<file path="src/rtl/ex_op_sequencer.sv">
// Issue/completion sequencer between ALU-control decode and the execute units.
package ex_op_sequencer_pkg;

    // Decoded operation select from ALU control; ADD is the reset value.
    typedef enum logic [5:0] {
        ADD, SUB, SLL, SLT, SLTU, XOR, SRL, SRA, OR, AND,
        MUL, MULH, MULHSU, MULHU,
        DIV, DIVU, REM, REMU,
        FADD, FSUB, FMUL, FDIV, FSQRT,
        FSGNJ, FSGNJN, FSGNJX, FMIN, FMAX,
        FCVTW, FCVTWU, FCVTSW, FCVTSWU,
        FMVXW, FMVWX, FCLASS, FLE, FLT, FEQ,
        FMADD, FMSUB, FNMSUB, FNMADD
    } alu_t;

    // Execute-unit class codes driven on unit_sel.
    localparam logic [2:0] CLS_INT   = 3'd0;
    localparam logic [2:0] CLS_MUL   = 3'd1;
    localparam logic [2:0] CLS_DIV   = 3'd2;
    localparam logic [2:0] CLS_FADD  = 3'd3;
    localparam logic [2:0] CLS_FMUL  = 3'd4;
    localparam logic [2:0] CLS_FDIV  = 3'd5;
    localparam logic [2:0] CLS_FSQRT = 3'd6;
    localparam logic [2:0] CLS_FMA   = 3'd7;

endpackage

module ex_op_sequencer
    import ex_op_sequencer_pkg::*;
#(
    parameter int unsigned MUL_LAT   = 3,
    parameter int unsigned DIV_LAT   = 33,
    parameter int unsigned FADD_LAT  = 4,
    parameter int unsigned FMUL_LAT  = 4,
    parameter int unsigned FDIV_LAT  = 24,
    parameter int unsigned FSQRT_LAT = 24,
    parameter int unsigned FMA_LAT   = 5,
    parameter int unsigned TAG_W     = 5,
    parameter int unsigned CNT_W     = 6,
    parameter int unsigned STAT_W    = 16
) (
    input  logic              clk,
    input  logic              reset,
    input  logic              in_valid,
    output logic              in_ready,
    input  alu_t              in_alu_ctrl,
    input  logic [TAG_W-1:0]  in_tag,
    input  logic              flush,
    output logic              out_valid,
    input  logic              out_ready,
    output alu_t              out_alu_ctrl,
    output logic [TAG_W-1:0]  out_tag,
    output logic [2:0]        unit_sel,
    output logic              unit_start,
    output logic              unit_kill,
    output logic [CNT_W-1:0]  lat_cnt,
    output logic              busy,
    output logic [STAT_W-1:0] stall_cnt
);

    typedef enum logic [1:0] {S_IDLE, S_RUN, S_DONE} state_t;

    state_t              state, state_nxt;
    logic [CNT_W-1:0]    lat_nxt;
    alu_t                op_nxt;
    logic [TAG_W-1:0]    tag_nxt;
    logic [2:0]          sel_nxt;
    logic                start_nxt;
    logic                kill_nxt;
    logic [STAT_W-1:0]   stall_nxt;
    logic [2:0]          in_cls;
    logic [CNT_W-1:0]    in_lat;
    logic                accept;

    // Map an operation onto its execute-unit class; anything unlisted is INT.
    function automatic logic [2:0] op_class(input alu_t op);
        logic [2:0] cls;
        cls = CLS_INT;
        case (op)
            MUL, MULH, MULHSU, MULHU:             cls = CLS_MUL;
            DIV, DIVU, REM, REMU:                 cls = CLS_DIV;
            FADD, FSUB, FCVTW, FCVTWU,
            FCVTSW, FCVTSWU:                      cls = CLS_FADD;
            FMUL:                                 cls = CLS_FMUL;
            FDIV:                                 cls = CLS_FDIV;
            FSQRT:                                cls = CLS_FSQRT;
            FMADD, FMSUB, FNMSUB, FNMADD:         cls = CLS_FMA;
            default:                              cls = CLS_INT;
        endcase
        return cls;
    endfunction

    // Total cycles from accept to out_valid for each class.
    function automatic logic [CNT_W-1:0] class_lat(input logic [2:0] cls);
        logic [CNT_W-1:0] lat;
        case (cls)
            CLS_MUL:   lat = CNT_W'(MUL_LAT);
            CLS_DIV:   lat = CNT_W'(DIV_LAT);
            CLS_FADD:  lat = CNT_W'(FADD_LAT);
            CLS_FMUL:  lat = CNT_W'(FMUL_LAT);
            CLS_FDIV:  lat = CNT_W'(FDIV_LAT);
            CLS_FSQRT: lat = CNT_W'(FSQRT_LAT);
            CLS_FMA:   lat = CNT_W'(FMA_LAT);
            default:   lat = CNT_W'(1);
        endcase
        return lat;
    endfunction

    // State and registered outputs.
    always_ff @(posedge clk or posedge reset) begin
        if (reset) begin
            state        <= S_IDLE;
            lat_cnt      <= '0;
            out_alu_ctrl <= ADD;
            out_tag      <= '0;
            unit_sel     <= CLS_INT;
            unit_start   <= 1'b0;
            unit_kill    <= 1'b0;
            stall_cnt    <= '0;
        end else begin
            state        <= state_nxt;
            lat_cnt      <= lat_nxt;
            out_alu_ctrl <= op_nxt;
            out_tag      <= tag_nxt;
            unit_sel     <= sel_nxt;
            unit_start   <= start_nxt;
            unit_kill    <= kill_nxt;
            stall_cnt    <= stall_nxt;
        end
    end

    // Handshakes, next-state and next-output logic; flush overrides everything.
    always_comb begin
        state_nxt = state;
        lat_nxt   = lat_cnt;
        op_nxt    = out_alu_ctrl;
        tag_nxt   = out_tag;
        sel_nxt   = unit_sel;
        start_nxt = 1'b0;
        kill_nxt  = 1'b0;

        in_cls    = op_class(in_alu_ctrl);
        in_lat    = class_lat(in_cls);
        in_ready  = !flush && ((state == S_IDLE) || ((state == S_DONE) && out_ready));
        out_valid = (state == S_DONE) && !flush;
        busy      = (state != S_IDLE);
        accept    = in_valid && in_ready;

        stall_nxt = stall_cnt;
        if (in_valid && !in_ready && (stall_cnt != {STAT_W{1'b1}})) begin
            stall_nxt = stall_cnt + STAT_W'(1);
        end

        if (flush) begin
            state_nxt = S_IDLE;
            lat_nxt   = '0;
            kill_nxt  = (state != S_IDLE);
        end else begin
            case (state)
                S_RUN: begin
                    if (lat_cnt == CNT_W'(1)) begin
                        state_nxt = S_DONE;
                        lat_nxt   = '0;
                    end else begin
                        lat_nxt = lat_cnt - CNT_W'(1);
                    end
                end
                S_DONE: begin
                    if (out_ready) state_nxt = S_IDLE;
                end
                default: ;
            endcase

            if (accept) begin
                op_nxt    = in_alu_ctrl;
                tag_nxt   = in_tag;
                sel_nxt   = in_cls;
                start_nxt = 1'b1;
                if (in_lat == CNT_W'(1)) begin
                    state_nxt = S_DONE;
                    lat_nxt   = '0;
                end else begin
                    state_nxt = S_RUN;
                    lat_nxt   = in_lat - CNT_W'(1);
                end
            end
        end
    end

endmodule
</file>
<file path="config.mk">
export PLATFORM = sky130hd
export DESIGN_NAME = ex_op_sequencer
export DESIGN_NICKNAME = d
export VERILOG_FILES = /design/src/rtl/ex_op_sequencer.sv
export SDC_FILE = /design/constraint.sdc
export NUM_CORES = 1
export LEC_CHECK = 0
export ABC_AREA = 1
export ABC_CLOCK_PERIOD_IN_PS = 1650
export CAP_MARGIN = 20
export CELL_PAD_IN_SITES_DETAIL_PLACEMENT = 1
export CELL_PAD_IN_SITES_GLOBAL_PLACEMENT = 1
export CORE_MARGIN = 3
export CORE_UTILIZATION = 32
export CTS_CLUSTER_DIAMETER = 30
export DETAILED_ROUTE_END_ITERATION = 6
export GPL_TIMING_DRIVEN = 0
export PLACE_DENSITY_LB_ADDON = 0.1
export SETUP_SLACK_MARGIN = 0.02
export SKIP_LAST_GASP = 1
export SYNTH_ARGS = -nofsm -noshare
export SYNTH_HDL_FRONTEND = slang
export SYNTH_SLANG_ARGS = --single-unit
</file>
<file path="constraint.sdc">
create_clock -name clk -period 1.65 [get_ports clk]
set_input_delay 0.2475 -clock clk [delete_from_list [all_inputs] [get_ports clk]]
set_output_delay 0.2475 -clock clk [all_outputs]
set_load 0.01 [all_outputs]
</file>
Yosys cells after proc, flatten, opt, wreduce, memory -nomap -nowiden
Memories as Yosys holds them, arrays and structs flattened.
Index checks and enable logic that the tools add are counted.
{"block": "word_totals", "memories": 1, "elab_cells": 59, "reg_bits": 40, "output_inout_bits": 41, "in_bits": 16, "mem_bits_ro": 192}
{"block": "op_classes", "addsub": 3, "eq_ne": 14, "n_mux": 15, "n_reduce_logical": 17, "n_bitwise": 1}
{"memory": "(no name shown)", "depth": 64, "width": 3, "rd": 1, "rd_ports_with_merged_regs": 0, "write_ports": 0, "line": "79", "rtl": "case (op)"}
{"operator": "6-bit two-way mux", "n": 5}
{"operator": "6-bit one-hot mux with 5 select lines", "n": 1}
{"operator": "16-bit by 1-bit adder with 16-bit output, second input constant", "n": 1}
{"operator": "16-bit != test, second input constant", "n": 1}
{"operator": "3-bit equality test, second input constant", "n": 4}
{"operator": "6-bit by 1-bit equality test with 1-bit output, second input constant", "n": 2}
{"operator": "6-bit by 1-bit subtractor with 6-bit output, second input constant", "n": 2}
{"operator": "2-bit two-way mux", "n": 5}
{"operator": "4-bit != test, second input constant", "n": 2}
{"operator": "3-bit by 2-bit equality test with 1-bit output, second input constant", "n": 2}
{"operator": "1-bit logical AND", "n": 6}
{"operator": "2-bit one-hot mux with 2 select lines", "n": 1}
{"operator": "4-bit nonzero test", "n": 1}
{"operator": "2-bit OR reduction", "n": 2}
{"operator": "3-bit by 1-bit equality test with 1-bit output, second input constant", "n": 1}
{"operator": "1-bit two-way mux", "n": 3}
{"operator": "3-bit AND reduction", "n": 1}
{"operator": "3-bit nonzero test", "n": 1}
{"operator": "2-bit by 1-bit equality test with 1-bit output, second input constant", "n": 1}
{"operator": "2-bit equality test, second input constant", "n": 1}
{"operator": "1-bit zero test", "n": 2}
{"operator": "2-bit zero test", "n": 1}
{"operator": "2-bit AND reduction", "n": 1}
{"operator": "2-bit nonzero test", "n": 1}
{"operator": "other kinds (2)", "n": 2}

Depth between registers and ports, before layout
An unclocked memory read counts as a cell.
{"block": "logic_depth", "ltp_word": 8, "mapped_depth": 17, "ltp_nobuf": 17}

Worst setup path before layout
OpenSTA, ideal clock, no wires.
{"block": "synth_path", "kind": "input to register", "start": "input in_alu_ctrl[1]", "end": "register lat_cnt[2]", "setup_ns": 0.117, "path_buffers": 0, "t_required_ns": 1.533, "setup_slack_ns": -0.203, "arrival_time_ns": 1.737, "stages": 16, "cell_sequence": "inv_1 -> ha_1 -> a31oi_1 -> nand2_1 -> nand2_2 -> nand2_1 -> o21a_1 -> nand2_1 -> inv_1 -> ha_1 -> inv_1 -> nand2_1 -> nand3_1 -> nand2_1 -> nand2_1 -> nand2_1"}
{"block": "synth_via", "elab_chain_len": 8, "word_cells_on_any_way": 16, "cone_classes": "1 x add/sub; 8 x eq/ne; 4 x mux; 2 x reduce/logical; 1 x memory"}
{"element": "start, declared", "line": "46", "rtl": "input alu_t in_alu_ctrl,"}
{"element": "memory 64 x 3 bit (*)"}
{"element": "3-bit equality test or 3-bit by 2-bit equality test with 1-bit output (tied branches)", "line": "96", "rtl": "case (cls)"}
{"element": "2-bit OR reduction (no source line)"}
{"element": "6-bit one-hot mux with 5 select lines (*)", "line": "96"}
{"element": "6-bit by 1-bit subtractor with 6-bit output or 6-bit by 1-bit equality test with 1-bit output (tied branches)", "line": "184, 179"}
{"element": "6-bit two-way mux (*)", "line": "179", "rtl": "if (in_lat == CNT_W'(1)) begin"}
{"element": "6-bit two-way mux (*)", "line": "174", "rtl": "if (accept) begin"}
{"element": "6-bit two-way mux (*)", "line": "154", "rtl": "if (flush) begin"}
{"element": "end signal, assigned", "line": "122", "rtl": "lat_cnt <= lat_nxt;"}
{"element": "end, declared", "line": "56", "rtl": "output logic [CNT_W-1:0] lat_cnt,"}
Mark *: on every way between the ends. The rest lies on a longest branch, timed or not.
A chain may end at the register's enable or synchronous reset.

Worst setup path after layout
{"block": "layout_path", "start": "register state[1]", "end": "register stall_cnt[7]"}
{"block": "layout_via", "elab_chain_len": 7, "word_cells_on_any_way": 8, "cone_classes": "1 x eq/ne; 7 x reduce/logical"}
{"element": "start, declared", "line": "63", "rtl": "state_t state, state_nxt;"}
{"element": "start signal, assigned", "line": "121", "rtl": "state <= state_nxt;"}
{"element": "2-bit equality test", "line": "144", "rtl": "in_ready = !flush && ((state == S_IDLE) || ((state == S_DONE) && out_ready));"}
{"element": "1-bit logical AND", "line": "144"}
{"element": "1-bit logical OR (*)", "line": "144"}
{"element": "1-bit logical AND (*)", "line": "144"}
{"element": "1-bit zero test (*)", "line": "150", "rtl": "if (in_valid && !in_ready && (stall_cnt != {STAT_W{1'b1}})) begin"}
{"element": "1-bit logical AND (*) (2 in a row)", "line": "150"}
{"element": "end signal, assigned", "line": "128", "rtl": "stall_cnt <= stall_nxt;"}
{"element": "end, declared", "line": "58", "rtl": "output logic [STAT_W-1:0] stall_cnt"}
Marked as above.

==> impl_results.md <==
- Final Worst Setup Slack: -0.1363 ns
- Routed wire per std cell: 15.67 um
- Starting Density: 34.03%
- Clock insertion delay at the later pin of the skew report: 0.29 ns
- H-tree depth: 2
- Drt drc: 0
- Largest net degree at the start of global routing: 22
- Die Ht: 89.57 um
- WP data required: 1.82 ns
- VDD IR max: 0.7630 mV
- RSZ-0062 raised after global routing: yes
- Fmax: 0.5598 GHz
- Total grt overflow: 0
- Slew Limit Headroom: 66.56%
- Worst reg2reg path endpoint: stall_cnt[7]
- Core Area: 6568 um2
- MaxCap Viol Count: 0
- Ant. Diodes: 0
- Fin. Hold Viols: 0
- Die Span X: 89.57 um
- Synthesized area: 2235 um2
- Global-route wire length before repair: 11.14 mm
- Sw frac: 39.58%
- Ys async rst share: 100.0%
- Worst min-delay path category: in2reg
- Post-route ant nets: 0
- Final Setup Violations: 32
- Vias in the first global route: 2,299
- Area grow syn2layout: 67.08%
- Vias per std cell: 4.751
- DP HPWL: 4.561 mm
- Placed Area: 3030 um2
- Crit path kind: reg2reg
- CTS tree: built
- Tot GR Track Use: 18.06%
- Placed cell count: 427
- Post-synth top cells: nand2_1 (75), dfrtp_1 (40), inv_1 (29)
- Layout cells sized above 1: 38.87%
- Initial antenna violation count: 0
- Final #Nets: 397
- Cts hold-fix bufs: 0
- Worst slew pin tran: 0.5008 ns
- Vias: 2,214
- Initial DRC Count: 59
- Post-Layout Cell Count: 466
- Die area: 8022 um2
- Port bufs: 56
- Synthesized area per cell: 8.067 um2
- Switching power: 2.205 mW
- Hold_sp: in_alu_ctrl[2]
- DRT Wirelength: 7.300 mm
- P_int: 3.365 mW
- Sequential area share after synthesis: 44.79%
- Combinational share of power: 54.3%
- Top cell type's share of synthesized area: 44.79%
- Failing checks: setup timing
- Worst reg2reg startpoint: state[1]
- Flop pwr share: 31.1%
- Status: complete, but fails checks
- CP endpoint kind: flop
- Synth area leader: dfrtp_1
- Clk pwr share: 14.6%
- Post-synth top flop: dfrtp_1
- Final instance area: 3734 um2
- CTS root buf: clkbuf_8
- Sink of the worst hold path: out_alu_ctrl[2]
- Fillcell total: 760
- WP data arrival: 1.96 ns
- CTS buffer count: 5
- Worst-path fanout max: 5
- IO Pins: 57
- Cell Rows: 29
- Clock Skew: 0.01123 ns
- Max-slew violation count: 0
- Fin crit period: 1.786 ns
- First drt pass iteration count: 4
- Sink Count: 40
- Crit share post-route: 108.3%
- Pleak: 1.729 nW
- Synthesized Nets: 302
- Clock transition at path regs: 0.09 ns
- Dominant cells by area after synthesis: dfrtp_1 (45%), nand2_1 (13%), ha_1 (5.0%), inv_1 (4.9%), xor2_1 (4.7%)
- Warnings from Yosys: 0
- Post-synth cell types: 29
- Placer Congestion: 0.7674
- Post-Syn Instances: 277
- EDFF count, synth: 0
- Crit start category: flop
- Power per cell area: 1492 nW/um2
- Most frequent cell after synthesis: nand2_1
- Setup TNS: -1.925 ns
- Reg2Reg Depth: 11
- Hold Path Depth: 3
- Flop2flop setup slack: -0.14 ns
- Max Buffers Root-to-Sink: 2
- Seq cells post-synth: 40
metrics by stage:
stage	util [%]	power (mW)	setup WS, ns	hold slack [ns]
floorplan	-	2.851	-0.04757	0.3642
CTS	52.14	5.131	-0.1018	0.2530
global route	56.85	6.007	-0.2539	0.2220
finish	56.85	5.569	-0.1363	0.2295
detailed placement	46.14	3.982	-0.9474	0.4671
global placement	45.72	3.920	-0.9081	0.4530
per-layer routing:
layer / share of wire [%] / GRT usage (%)
met4: 0.49 / 5.277
met1: 45 / 24.16
met3: 4.2 / 4.793
met5: 0 / 0
met2: 50 / 28.59
registers in the layout (all words and copies together) (netlist names):
| signal | flops |
|---|---|
| state | 2 |
| unit_start | 1 |
| stall_cnt | 16 |
| out_alu_ctrl | 6 |
| unit_kill | 1 |
| lat_cnt | 6 |
| unit_sel | 3 |
| out_tag | 5 |
how the worst max path moves through the flow:
stage | from | end | slack (ns) | depth (start not counted)
final | state[1] | stall_cnt[7] | -0.14 | 11
after global routing | state[0] | state[1] | -0.25 | 13
after CTS | state[0] | lat_cnt[4] | -0.10 | 11
after detailed placement | in_alu_ctrl[2] | lat_cnt[2] | -0.95 | 17
after global placement | in_alu_ctrl[2] | lat_cnt[2] | -0.91 | 17
after floorplan | in_alu_ctrl[2] | lat_cnt[2] | -0.05 | 16
power by group through the flow:
stage,clock [mW],combinational (mW),sequential [mW]
finish,0.814,3.02,1.73
global route,0.883,3.33,1.79
CTS,0.829,2.63,1.67
detailed placement,0,2.30,1.68
global placement,0,2.24,1.68
floorplan,0,1.05,1.80
what timing repair did:
item                                    in CTS  in global routing
setup buffers                               19                 13
endpoints found under the setup margin      34                 44
gates cloned                                 2                  1
gates resized for setup                     61                 76
pin swaps                                   16                 34
area by class of cell:
type	instances	area, um2	share of cell area, %
tap	93	116.4	3.117
clock buffer	6	72.57	1.944
buffer	3	41.29	1.106
clock inverter	2	35.03	0.9383
timing repair buffer	89	862.1	23.09
multi-input combinational	195	1428	38.24
sequential	40	1006	26.94
inverter	38	172.7	4.625
layout by cell type (no fill, tap or decap), drive strengths merged, types with 2 or more instances in the layout:
master         netlist  routed
clkbuf               0       9
clkdlybuf4s50        0      45
dlygate4sd2          0       3
nand3               20      20
ha                   9       9
nor3                 5       5
or2                  2       2
xor2                12      12
nor2                21      21
inv                 38      37
buf                  4      39
nand2               81      81
o21a                 2       2
o21ai               24      24
clkinv               0       2
nand4                9       9
dfrtp               40      40
xnor2                5       5
kinds of logic after synthesis:
logic type / synth area share [%]
buffers and inverters: 7.279
DFF: 44.79
AOI/OAI and AO/OA: 6.943
adders and majority gates: 5.039
and+or+nand+nor: 29.28
xor gates and xnor gates: 6.663
worst max-delay path, stage by stage (launching register included):
cell	delay, ns
dfrtp_1	0.41
inv_2	0.07
ha_4	0.16
inv_2	0.05
o21ai_2	0.05
nand2_2	0.10
inv_2	0.06
nor2_4	0.10
nand2_4	0.09
nor3b_4	0.27
nand3_2	0.13
xnor2_2	0.15
Note: power is estimated with default switching activity, not from simulation.
